File: config.mk
export PLATFORM = sky130hd
export DESIGN_NAME = lmem_wr_funnel_4to2
export DESIGN_NICKNAME = d
export VERILOG_FILES = /design/src/rtl/lmem_wr_funnel_4to2.sv
export SDC_FILE = /design/constraint.sdc
export NUM_CORES = 1
export LEC_CHECK = 0
export ABC_AREA = 1
export BUFFER_PORTS_ARGS = -buffer_cell sky130_fd_sc_hd__clkbuf_2
export CAP_MARGIN = 20
export CORE_MARGIN = 2
export CORE_UTILIZATION = 40
export CTS_CLUSTER_DIAMETER = 120
export CTS_CLUSTER_SIZE = 16
export DETAILED_ROUTE_END_ITERATION = 10
export GPL_TIMING_DRIVEN = 0
export REMOVE_ABC_BUFFERS = 1
export SYNTH_ARGS = -nofsm -noshare
export SYNTH_HDL_FRONTEND = slang
export SYNTH_SLANG_ARGS = --single-unit
File: constraint.sdc
create_clock -name clk -period 13.62 [get_ports clk]
set_input_delay 3.405 -clock clk [delete_from_list [all_inputs] [get_ports clk]]
set_output_delay 3.405 -clock clk [all_outputs]
set_load 0.1 [all_outputs]
File: src/rtl/lmem_wr_funnel_4to2.sv
// rtl/lmem_wr_funnel_4to2.sv - four write ports queued per port and drained onto two BRAM write ports
// Round-robin drain with same-address suppression on port B; bram_* outputs are registered.
module lmem_wr_funnel_4to2 #(
   parameter int DATA_WIDTH      = 18,
   parameter int ADDR_WIDTH      = 8,
   parameter int FIFO_DEPTH_LOG2 = 2
) (
   input  logic                       clk,
   input  logic                       rst,
   input  logic                       we_0,
   input  logic                       we_1,
   input  logic                       we_2,
   input  logic                       we_3,
   input  logic [DATA_WIDTH-1:0]      data_0,
   input  logic [DATA_WIDTH-1:0]      data_1,
   input  logic [DATA_WIDTH-1:0]      data_2,
   input  logic [DATA_WIDTH-1:0]      data_3,
   input  logic [ADDR_WIDTH-1:0]      waddr_0,
   input  logic [ADDR_WIDTH-1:0]      waddr_1,
   input  logic [ADDR_WIDTH-1:0]      waddr_2,
   input  logic [ADDR_WIDTH-1:0]      waddr_3,
   output logic                       full_0,
   output logic                       full_1,
   output logic                       full_2,
   output logic                       full_3,
   output logic                       bram_we_a,
   output logic                       bram_we_b,
   output logic [ADDR_WIDTH-1:0]      bram_addr_a,
   output logic [ADDR_WIDTH-1:0]      bram_addr_b,
   output logic [DATA_WIDTH-1:0]      bram_data_a,
   output logic [DATA_WIDTH-1:0]      bram_data_b,
   output logic [FIFO_DEPTH_LOG2+2:0] pending,
   output logic                       idle,
   output logic                       overflow
);

   localparam int D  = 2**FIFO_DEPTH_LOG2;
   localparam int EW = ADDR_WIDTH + DATA_WIDTH;
   localparam int CW = FIFO_DEPTH_LOG2 + 1;
   localparam int PW = FIFO_DEPTH_LOG2 + 3;

   logic [EW-1:0]              mem  [4][D];
   logic [FIFO_DEPTH_LOG2-1:0] wp   [4];
   logic [FIFO_DEPTH_LOG2-1:0] rp   [4];
   logic [CW-1:0]              cnt  [4];
   logic [EW-1:0]              din  [4];
   logic [EW-1:0]              head [4];
   logic [3:0]                 we_v, full_v, push, pop;
   logic [1:0]                 rr, rr_next, sel_a, sel_b, idx;
   logic                       found_a, found_b, issue_b;
   logic [2:0]                 n_push;
   logic [1:0]                 n_pop;

   always_comb begin
      we_v   = {we_3, we_2, we_1, we_0};
      din[0] = {waddr_0, data_0};
      din[1] = {waddr_1, data_1};
      din[2] = {waddr_2, data_2};
      din[3] = {waddr_3, data_3};
      for (int i = 0; i < 4; i++) begin
         full_v[i] = (cnt[i] == CW'(D));
         head[i]   = mem[i][rp[i]];
      end
      // full comes from the registered count, so a same-cycle pop never frees a slot
      push = we_v & ~full_v;
   end

   always_comb begin
      found_a = 1'b0;
      found_b = 1'b0;
      sel_a   = rr;
      sel_b   = rr;
      idx     = rr;
      for (int k = 0; k < 4; k++) begin
         idx = rr + 2'(k);
         if (cnt[idx] != '0) begin
            if (!found_a) begin
               found_a = 1'b1;
               sel_a   = idx;
            end else if (!found_b) begin
               found_b = 1'b1;
               sel_b   = idx;
            end
         end
      end
      // B is held back when it would hit the same word as A in the same cycle
      issue_b = found_b &&
                (head[sel_b][EW-1 -: ADDR_WIDTH] != head[sel_a][EW-1 -: ADDR_WIDTH]);
      pop = '0;
      if (found_a) pop[sel_a] = 1'b1;
      if (issue_b) pop[sel_b] = 1'b1;
      rr_next = issue_b ? sel_b + 2'd1 : (found_a ? sel_a + 2'd1 : rr);
      n_push = '0;
      n_pop  = '0;
      for (int i = 0; i < 4; i++) n_push = n_push + 3'(push[i]);
      n_pop = 2'(found_a) + 2'(issue_b);
   end

   always_ff @(posedge clk) begin
      for (int i = 0; i < 4; i++) begin
         if (push[i]) mem[i][wp[i]] <= din[i];
      end
   end

   always_ff @(posedge clk) begin
      if (rst) begin
         for (int i = 0; i < 4; i++) begin
            wp[i]  <= '0;
            rp[i]  <= '0;
            cnt[i] <= '0;
         end
         rr          <= '0;
         pending     <= '0;
         overflow    <= 1'b0;
         bram_we_a   <= 1'b0;
         bram_we_b   <= 1'b0;
         bram_addr_a <= '0;
         bram_addr_b <= '0;
         bram_data_a <= '0;
         bram_data_b <= '0;
      end else begin
         for (int i = 0; i < 4; i++) begin
            if (push[i]) wp[i] <= wp[i] + 1'b1;
            if (pop[i])  rp[i] <= rp[i] + 1'b1;
            if (push[i] && !pop[i])      cnt[i] <= cnt[i] + 1'b1;
            else if (pop[i] && !push[i]) cnt[i] <= cnt[i] - 1'b1;
         end
         rr        <= rr_next;
         pending   <= pending + PW'(n_push) - PW'(n_pop);
         overflow  <= overflow | (|(we_v & full_v));
         bram_we_a <= found_a;
         bram_we_b <= issue_b;
         if (found_a) begin
            bram_addr_a <= head[sel_a][EW-1 -: ADDR_WIDTH];
            bram_data_a <= head[sel_a][DATA_WIDTH-1:0];
         end
         if (issue_b) begin
            bram_addr_b <= head[sel_b][EW-1 -: ADDR_WIDTH];
            bram_data_b <= head[sel_b][DATA_WIDTH-1:0];
         end
      end
   end

   assign full_0 = full_v[0];
   assign full_1 = full_v[1];
   assign full_2 = full_v[2];
   assign full_3 = full_v[3];
   assign idle   = (pending == '0) && !bram_we_a && !bram_we_b;

endmodule

======== Word-level counts from Yosys, hierarchy flattened ========
Memory sizes are Yosys's and may differ from the RTL's. A register that Yosys moved wholly into a read port is not among the register bits.
Cells that the tools add are included.
storage, ports and cells
  flip-flop bits (word level) ............. 62
  latch bits .............................. 0
  memory bits (writable) .................. 444
  ROM bits ................................ 0
  input bits .............................. 110
  output and inout port bits .............. 65
  word-level logic and storage cells ...... 262
  memories kept ........................... 4
memory list
  memory  words  width  rd ports  clocked after memory_dff  wr ports  line  text
  mem     4      104    4         0                         4         42    logic [EW-1:0] mem [4][D];
  cnt     4      3      8         1                         4         45    logic [CW-1:0] cnt [4];
  rp      4      2      4         0                         4         44    logic [FIFO_DEPTH_LOG2-1:0] rp [4];
  wp      4      2      4         0                         4         43    logic [FIFO_DEPTH_LOG2-1:0] wp [4];
cells by class
  $add $sub $neg .......................... 27
  $mul .................................... 0
  divide/modulo/power cells ............... 0
  order comparisons ....................... 18
  equal/unequal tests ..................... 5
  shift-type cells ........................ 0
  multiplexer cells ....................... 134
  bitwise gates (word level) .............. 31
  reductions and logical operators ........ 34
operators with widths
  operator                                                                      number
  104-bit two-way mux                                                           4
  26-bit two-way mux                                                            16
  26-bit binary-select mux with 2-bit select                                    6
  26-bit demux with 2-bit select                                                4
  1-bit two-way mux                                                             66
  2-bit two-way mux                                                             26
  3-bit >= comparator, second input constant                                    10
  2-bit NOT with 3-bit output                                                   10
  3-bit two-way mux                                                             8
  2-bit by 1-bit adder with 2-bit output, second input constant                 11
  1-bit logical AND                                                             17
  1-bit OR                                                                      17
  3-bit by 1-bit adder with 3-bit output, second input constant                 4
  3-bit equality test, second input constant                                    4
  3-bit by 1-bit less-than comparator with 1-bit output, second input constant  4
  3-bit nonzero test                                                            4
  3-bit by 1-bit subtractor with 3-bit output, second input constant            4
  1-bit logical NOT                                                             10
  4-bit bitwise AND                                                             2
  4-bit two-way mux                                                             2
  8-bit inequality test                                                         1
  2-bit by 3-bit less-than comparator with 1-bit output, second input constant  2
  5-bit by 3-bit adder with 5-bit output                                        1
  5-bit logical NOT                                                             1
  11 further kinds                                                              15

======== Depth between registers and ports, before layout ========
Gate-level depths: netlist of run 1.
  word-level depth ........................ 24
  mapped depth ............................ 38
  gate-level depth less buffers ........... 34

======== Worst setup path after synthesis of run 1 ========
Ideal clock, no wire load.
  path type ............................... register -> output
  start point ............................. register pending[2]
  end point ............................... output port idle
  arrival time ............................ 3.090 ns
  data required time ...................... 10.215 ns
  slack ................................... 7.125 ns
  stages on the path, launching flop included .. 5
  buffers on the path ..................... 0
  cell sequence ........................... dfxtp_1 -> inv_1 -> ha_1 -> nand3_1 -> nor3_1
on the way
  cells in the longest elaborated chain, start to end .. 3
ends and longest elaborated chain
  element                         line  text
  from (decl)                     32    output logic [FIFO_DEPTH_LOG2+2:0] pending,
  from (signal assigned)          129   pending <= pending + PW'(n_push) - PW'(n_pop);
  5-bit logical NOT               148   assign idle = (pending == '0) && !bram_we_a && !bram_we_b;
  1-bit logical AND (2 in a row)  148
  to (decl)                       33    output logic idle,
No other way between the ends.

==> out/results.tsv, run 1 <==
stage	metric	value	unit
setup_path	WP data arrival	6.70	ns
sta	Final Max Tran Viols	0	
run_status	status	finished clean	
detailed_routing	initial drt markers	1353	
sta	Tmin final	6.21	ns
yosys	Cell Area, Synth	0.0217	sq mm
yosys	cell accounting for the most synthesized area	edfxtp_1	
sta	setup ws final	7.41	ns
detailed_routing	post-route ant nets	0	
global_routing	vias in the first global route	14200	
sta	final setup fails	0	
placement	Place WS	7.37	ns
cts	Sink Count	508	
cts	root buf cell	clkbuf_16	
worst_hold_path	min-delay src	overflow$_SDFF_PP0_	
floorplanning	die area	0.0562	sq mm
layout	Final #Nets	2220	
yosys	syn_area_per_cell	11.1	sq um
sta	clock skew	0.0295	ns
cts	CTS buffer count	37	
yosys	largest cells by area after synthesis	edfxtp_1 (61%), nand2_1 (6.1%), dfxtp_1 (5.9%), o21ai_0 (4.6%), nor2_1 (4.5%)	
yosys	Cell variety after synth	50	
sta	fmax	161	MHz
cts	CTS Hold Buffers Added	0	
detailed_routing	DRC violations left	0	
floorplanning	die height	237	microns
sta	Worst slew margin	0.290	
detailed_routing	vias post-DR	15100	
layout	# fillers	4910	
sta	Hold Vio Cnt, Final	0	
floorplanning	num rows	85	
yosys	FF+latch count, synth	508	
setup_path	crit path launch type	flip-flop	
placement	IO buf count	174	
cts	post_cts resized	0	
flow_run	max cap viols	0	
cts	Setup Buffers After CTS	0	
layout	share of layout cells above drive strength 1	0.138	
worst_hold_path	cell depth of the worst hold path	2	
setup_path	worst reg2reg endpoint	pending[4]$_SDFF_PP0_	
yosys	EDFF count, synth	444	
yosys	YS warnings	0	
layout	n_diodes	0	
floorplanning	Die W	237	microns
detailed_routing	Routed WL	58600	microns
global_routing	pin count of the biggest net entering global routing	54	
cts	total number of H-tree levels	2	
setup_path	CP required	14.11	ns
detailed_routing	DRT Pass-1 Iters	7	
setup_path	Crit. End Element	flip-flop	
setup_path	CP max FO	30	
detailed_routing	via-per-instance ratio	5.40	
layout	Final Util	0.457	
yosys	register area share after synthesis	0.673	
cts	worst-skew pair later-pin latency	0.58	ns
sta	worst slew pin tran	1.06	ns
sta	sum of negative setup slack	0	ns
floorplanning	core area	0.0537	sq mm
yosys	Mapped Cells	1954	
yosys	top cells by count, synth	edfxtp_1 (444), nand2_1 (355), nor2_1 (259), o21ai_0 (198), inv_1 (109)	
global_routing	initial antenna violation count	3	
floorplanning	Initial Util	0.404	
worst_hold_path	Tightest Hold Check Type	reg -> reg	
setup_path	reg2reg start	rp[0][1]$_SDFFCE_PN0P_	
global_routing	global route total overflow	0	
setup_path	critical path class	reg -> reg	
cts	Clk pin slew, worst setup/hold paths	0.07	ns
global_routing	first-pass GRT wire length	86500	microns
sta	final worst path period share	0.456	
yosys	prevailing post-synth register cell	edfxtp_1	
cts	Bufs on Longest Clock Path	3	
yosys	top-count cell post-synth	edfxtp_1	
sta	unrepaired setup endpoints after global routing	false	
global_routing	overall fraction of global-route tracks in use	0.206	
setup_path	Reg2Reg Depth	24	
yosys	asr flop ratio synth	0	
placement	routability cong.	0.866	
placement	DP Wirelength	39700	microns
setup_path	CP startpoint	rp[0][1]$_SDFFCE_PN0P_	
worst_hold_path	hold path endpoint	overflow$_SDFF_PP0_	
floorplanning	Boundary Pins	175	
detailed_routing	drt wl/cell	20.9	microns
layout	Area Overhead vs Synth	13.0	%
cts	CTS tree	built	
yosys	share of the synthesized area in the top cell type	0.614	
setup_path	worst reg-to-reg setup slack	7.41	ns
[cell usage in the layout (no fill, tap or decap), drive strengths merged, types with 13 or more instances in the layout]
| cell | count |
|---|---|
| a21oi | 64 |
| a22oi | 25 |
| a32o | 19 |
| buf | 16 |
| clkbuf | 239 |
| dfxtp | 64 |
| edfxtp | 444 |
| ha | 25 |
| inv | 120 |
| nand2 | 368 |
| nand3 | 54 |
| nand3b | 13 |
| nand4 | 14 |
| nor2 | 268 |
| o21ai | 228 |
| o22ai | 76 |
[flip-flops by register name, summed over array words and instances, names as in the netlist, named ones only]
register and cells:
bram_addr_a 8, bram_addr_b 8, bram_data_a 18, bram_data_b 18, bram_we_a 1, bram_we_b 1
cnt 12, mem 416, overflow 1, pending 5, rp 8, rr 2
wp 8
[cell type report]
type / instances / area (sq um) / share of cell area
clock inverter: 2 / 21.3 / 0.000867
sequential: 508 / 14600 / 0.596
inverter: 122 / 458 / 0.0187
clock buffer: 65 / 1050 / 0.0429
multi-input combinational: 1219 / 6310 / 0.257
tap: 696 / 871 / 0.0355
timing repair buffer: 190 / 1190 / 0.0487
[per-stage QoR]
stage | hold slack (ns) | instance area, sq um | cells
after floorplan | 0.551 | 21300 | 1849
after global placement | 0.504 | 23000 | 2719
after detailed placement | 0.513 | 23400 | 2732
after CTS | 0.531 | 24400 | 2799
after global routing | 0.558 | 24500 | 2802
final | 0.521 | 24500 | 2802
[logic make-up (layout without fill, tap and decap cells)]
group,count (synthesis),count (layout),synth area share
multiplexers,1,1,0.000461
AND/OR/NAND/NOR,729,729,0.140
flip-flops,508,508,0.673
buffers and inverters,227,379,0.0417
AO/OA/AOI/OAI,450,450,0.121
XOR/XNOR,7,7,0.00282
adder cells (fa/ha/maj),32,32,0.0209
[worst max-delay path by stage]
stage                                  endpoint  slack, ns  cells after the start
after floorplan                            idle       7.13                      4
after global placement    pending[4]$_SDFF_PP0_       6.36                     24
after detailed placement  pending[4]$_SDFF_PP0_       7.37                     24
after CTS                 pending[4]$_SDFF_PP0_       7.33                     24
after global routing      pending[4]$_SDFF_PP0_       6.95                     25
final                     pending[4]$_SDFF_PP0_       7.41                     24
[layer usage]
metal / share of wire / track usage / vias to the layer above
met5: 0.00039 / 0 / -
met4: 0.047 / 0.0980 / 4
met1: 0.42 / 0.280 / 7325
met2: 0.45 / 0.315 / 543
met3: 0.080 / 0.0441 / 99
li1: - / - / 7169
[worst max-delay path: stages (launching register included)]
cell and delay (ns):
edfxtp_1 0.99, inv_1 0.76, a32oi_1 0.67, o21ai_0 0.20
nand2_1 0.09, nand2_1 0.10, inv_1 0.06, nand2_1 0.05
nand2_1 0.06, inv_1 0.03, nand2_1 0.12, nor2_4 0.07
nand2_4 0.09, nand2_2 0.34, fa_1 0.66, inv_1 0.05
fa_1 0.47, inv_1 0.05, fa_1 0.37, inv_1 0.08
fa_1 0.22, nor3_1 0.07, a211oi_1 0.24, o21ai_0 0.12
a21oi_1 0.15
Power of run 1 is not shown: default switching activity piles up to over one toggle a cycle in this logic, so the estimate is an artifact.
==> run 2: changes to the inputs <==
--- a/config.mk
+++ b/config.mk
@@ -5,7 +5,7 @@
 export SDC_FILE = /design/constraint.sdc
 export NUM_CORES = 1
 export LEC_CHECK = 0
-export ABC_AREA = 1
+export ABC_AREA = 0
 export BUFFER_PORTS_ARGS = -buffer_cell sky130_fd_sc_hd__clkbuf_2
 export CAP_MARGIN = 20
 export CORE_MARGIN = 2
==> constraint.sdc (replaced) <==
create_clock -name clk -period 5.3 [get_ports clk]
set_input_delay 1.325 -clock clk [delete_from_list [all_inputs] [get_ports clk]]
set_output_delay 1.325 -clock clk [all_outputs]
set_load 0.1 [all_outputs]
==> run 2 against run 1 <==
Net effect: the flow now finishes with violations (setup timing); sequential cell count unchanged; sequential share of layout area fell by 3.1 points; die area grew 0.13%; largest cell class unchanged; via count fell by 11%; cell area up 5.6%.
==> out/results.tsv, run 2 <==
stage	metric	value	unit
yosys	cell accounting for the most synthesized area	edfxtp_1	
yosys	Cell Area, Synth	0.0217	sq mm
setup_path	CP max FO	8	
layout	share of layout cells above drive strength 1	0.323	
cts	Sink Count	508	
cts	total number of H-tree levels	2	
setup_path	CP required	5.79	ns
global_routing	initial antenna violation count	5	
setup_path	critical path class	reg -> reg	
sta	worst slew pin tran	0.952	ns
cts	CTS Hold Buffers Added	0	
run_status	status	finished, violations left	
detailed_routing	DRT Pass-1 Iters	5	
placement	routability cong.	0.833	
yosys	register area share after synthesis	0.672	
yosys	prevailing post-synth register cell	edfxtp_1	
detailed_routing	via-per-instance ratio	5.76	
global_routing	overall fraction of global-route tracks in use	0.210	
detailed_routing	drt wl/cell	25.6	microns
run_status	failing checks	setup timing	
setup_path	Crit. End Element	flip-flop	
sta	Final Max Tran Viols	0	
floorplanning	Boundary Pins	175	
yosys	FF+latch count, synth	508	
floorplanning	num rows	85	
yosys	Mapped Cells	1395	
cts	CTS tree	built	
yosys	largest cells by area after synthesis	edfxtp_1 (61%), mux4_2 (14%), dfxtp_1 (5.9%), nand2_1 (2.8%), nand3_1 (1.6%)	
floorplanning	die height	237	microns
yosys	share of the synthesized area in the top cell type	0.613	
layout	most common cell after layout, fill and taps aside	edfxtp_1	
layout	Largest register FFs	416	
yosys	top cells by count, synth	edfxtp_1 (444), nand2_1 (165), mux4_2 (131), clkbuf_1 (72), nand3_1 (68)	
placement	IO buf count	174	
sta	Tmin final	5.98	ns
yosys	asr flop ratio synth	0	
floorplanning	core area	0.0538	sq mm
layout	most frequent cells in the layout	edfxtp_1 (444), clkbuf_2 (173), nand2_1 (162)	
yosys	YS warnings	0	
placement	DP Wirelength	39700	microns
sta	clock skew	0.0292	ns
setup_path	Largest delay share family, worst path	adder cells	
sta	Worst slew margin	0.366	
global_routing	routing usage on met3	0.0376	
cts	Clk pin slew, worst setup/hold paths	0.07	ns
cts	CTS buffer count	37	
sta	unrepaired setup endpoints after global routing	true	
global_routing	global route total overflow	0	
setup_path	WP data arrival	6.47	ns
sta	fmax	167	MHz
worst_hold_path	Tightest Hold Check Type	reg -> reg	
floorplanning	Die W	237	microns
cts	worst-skew pair later-pin latency	0.58	ns
layout	Area Overhead vs Synth	19.1	%
floorplanning	Initial Util	0.404	
sta	hold_ws	0.456	ns
global_routing	pin count of the biggest net entering global routing	57	
setup_path	CP max-delay cell	mux4_2	
sta	final worst path period share	1.13	
sta	setup ws final	-0.679	ns
layout	Final Util	0.481	
sta	sum of negative setup slack	-2.24	ns
placement	Place WS	-2.23	ns
setup_path	CP max stage delay	0.60	ns
cts	root buf cell	clkbuf_16	
flow_run	max cap viols	0	
setup_path	Buffers & Inverters on Critical Path	4	
layout	Final #Nets	1765	
sta	Hold Vio Cnt, Final	0	
yosys	syn_area_per_cell	15.6	sq um
detailed_routing	post-route ant nets	0	
global_routing	first-pass GRT wire length	86500	microns
floorplanning	die area	0.0562	sq mm
setup_path	crit path launch type	flip-flop	
detailed_routing	initial drt markers	1442	
detailed_routing	Routed WL	60200	microns
sta	final setup fails	8	
global_routing	GR Layer Usage met1	0.298	
yosys	EDFF count, synth	444	
layout	# fillers	4583	
setup_path	crit-path cells	or3_4, mux4_2, a31oi_4, a32oi_2, o221a_4, and2_4, mux4_2, xor2_2, a221oi_4, nand4_4, nand2_8, fa_1, inv_1, fa_1, inv_2, fa_2, inv_2, fa_2, inv_1, a21oi_2, nor2_1, or3_1, a21oi_1	
yosys	Cell variety after synth	63	
global_routing	met2 Use GR	0.330	
global_routing	vias in the first global route	13200	
yosys	top-count cell post-synth	edfxtp_1	
cts	Bufs on Longest Clock Path	3	
global_routing	busiest grt layer	met2	
detailed_routing	DRC violations left	0	
detailed_routing	vias post-DR	13500	
==> run 2: cell type report <==
class	count	area, sq um	share of cell area
inverters	43	163	0.00628
diodes	3	7.51	0.000290
flip-flops and latches	508	14600	0.565
clock inverters	1	16.3	0.000628
multi-input cells	762	7140	0.276
well taps	696	871	0.0336
clock buffers	64	1070	0.0413
repair buffers	271	2000	0.0773
==> run 2: worst reg2reg max path, delay by kind of cell, from the launching register on <==
kind,cells,cell delay [ns]
multiplexers,2,1.08
AO/OA/AOI/OAI,6,1.03
AND/OR/NAND/NOR,6,1.29
adder cells (fa/ha/maj),4,1.63
XOR/XNOR,1,0.20
flip-flops,1,0.50
buffers and inverters,4,0.20
==> run 2: logic make-up (layout without fill, tap and decap cells) <==
| group | after synthesis | after routing | synth area share |
|---|---|---|---|
| mux | 151 | 152 | 0.145 |
| flops | 508 | 508 | 0.672 |
| simple gates | 392 | 394 | 0.0854 |
| compound gates | 168 | 168 | 0.0473 |
| fa+ha+maj | 32 | 32 | 0.0208 |
| buf+inv | 128 | 379 | 0.0226 |
| other cells | 0 | 3 | 0 |
| xor+xnor | 16 | 16 | 0.00645 |
==> run 2: path summary, 6_finish.rpt <==
path / cells after the start / endpoint / slack (ns) / start
hold / removal: 2 / bram_data_a[16]$_SDFFE_PP0N_ / 0.46 / bram_data_a[16]$_SDFFE_PP0N_
hold reg to reg: 2 / bram_data_a[16]$_SDFFE_PP0N_ / 0.46 / bram_data_a[16]$_SDFFE_PP0N_
setup reg to reg: 23 / pending[4]$_SDFF_PP0_ / -0.68 / cnt[1][2]$_SDFFCE_PN0P_
setup / recovery: 23 / pending[4]$_SDFF_PP0_ / -0.68 / cnt[1][2]$_SDFFCE_PN0P_
==> run 2: metal layers <==
layer | wire length (microns) | vias up
li1 | - | 5911
met1 | 25200 | 6941
met2 | 28300 | 563
met3 | 4620 | 101
met4 | 2060 | 4
met5 | 23 | -
==> run 2: what timing repair did <==
item,CTS,global route
pin swaps,19,18
gates cloned,2,1
endpoints found under the setup margin,56,20
setup buffers,43,28
gates resized for setup,53,38
==> run 2: metrics by stage <==
stage	std cells	area, sq um
after floorplan	1310	21400
after detailed placement	2207	23800
final	2348	25900
after CTS	2317	25500
after global placement	2180	23200
after global routing	2345	25900
Power of run 2 is left out for the same reason.
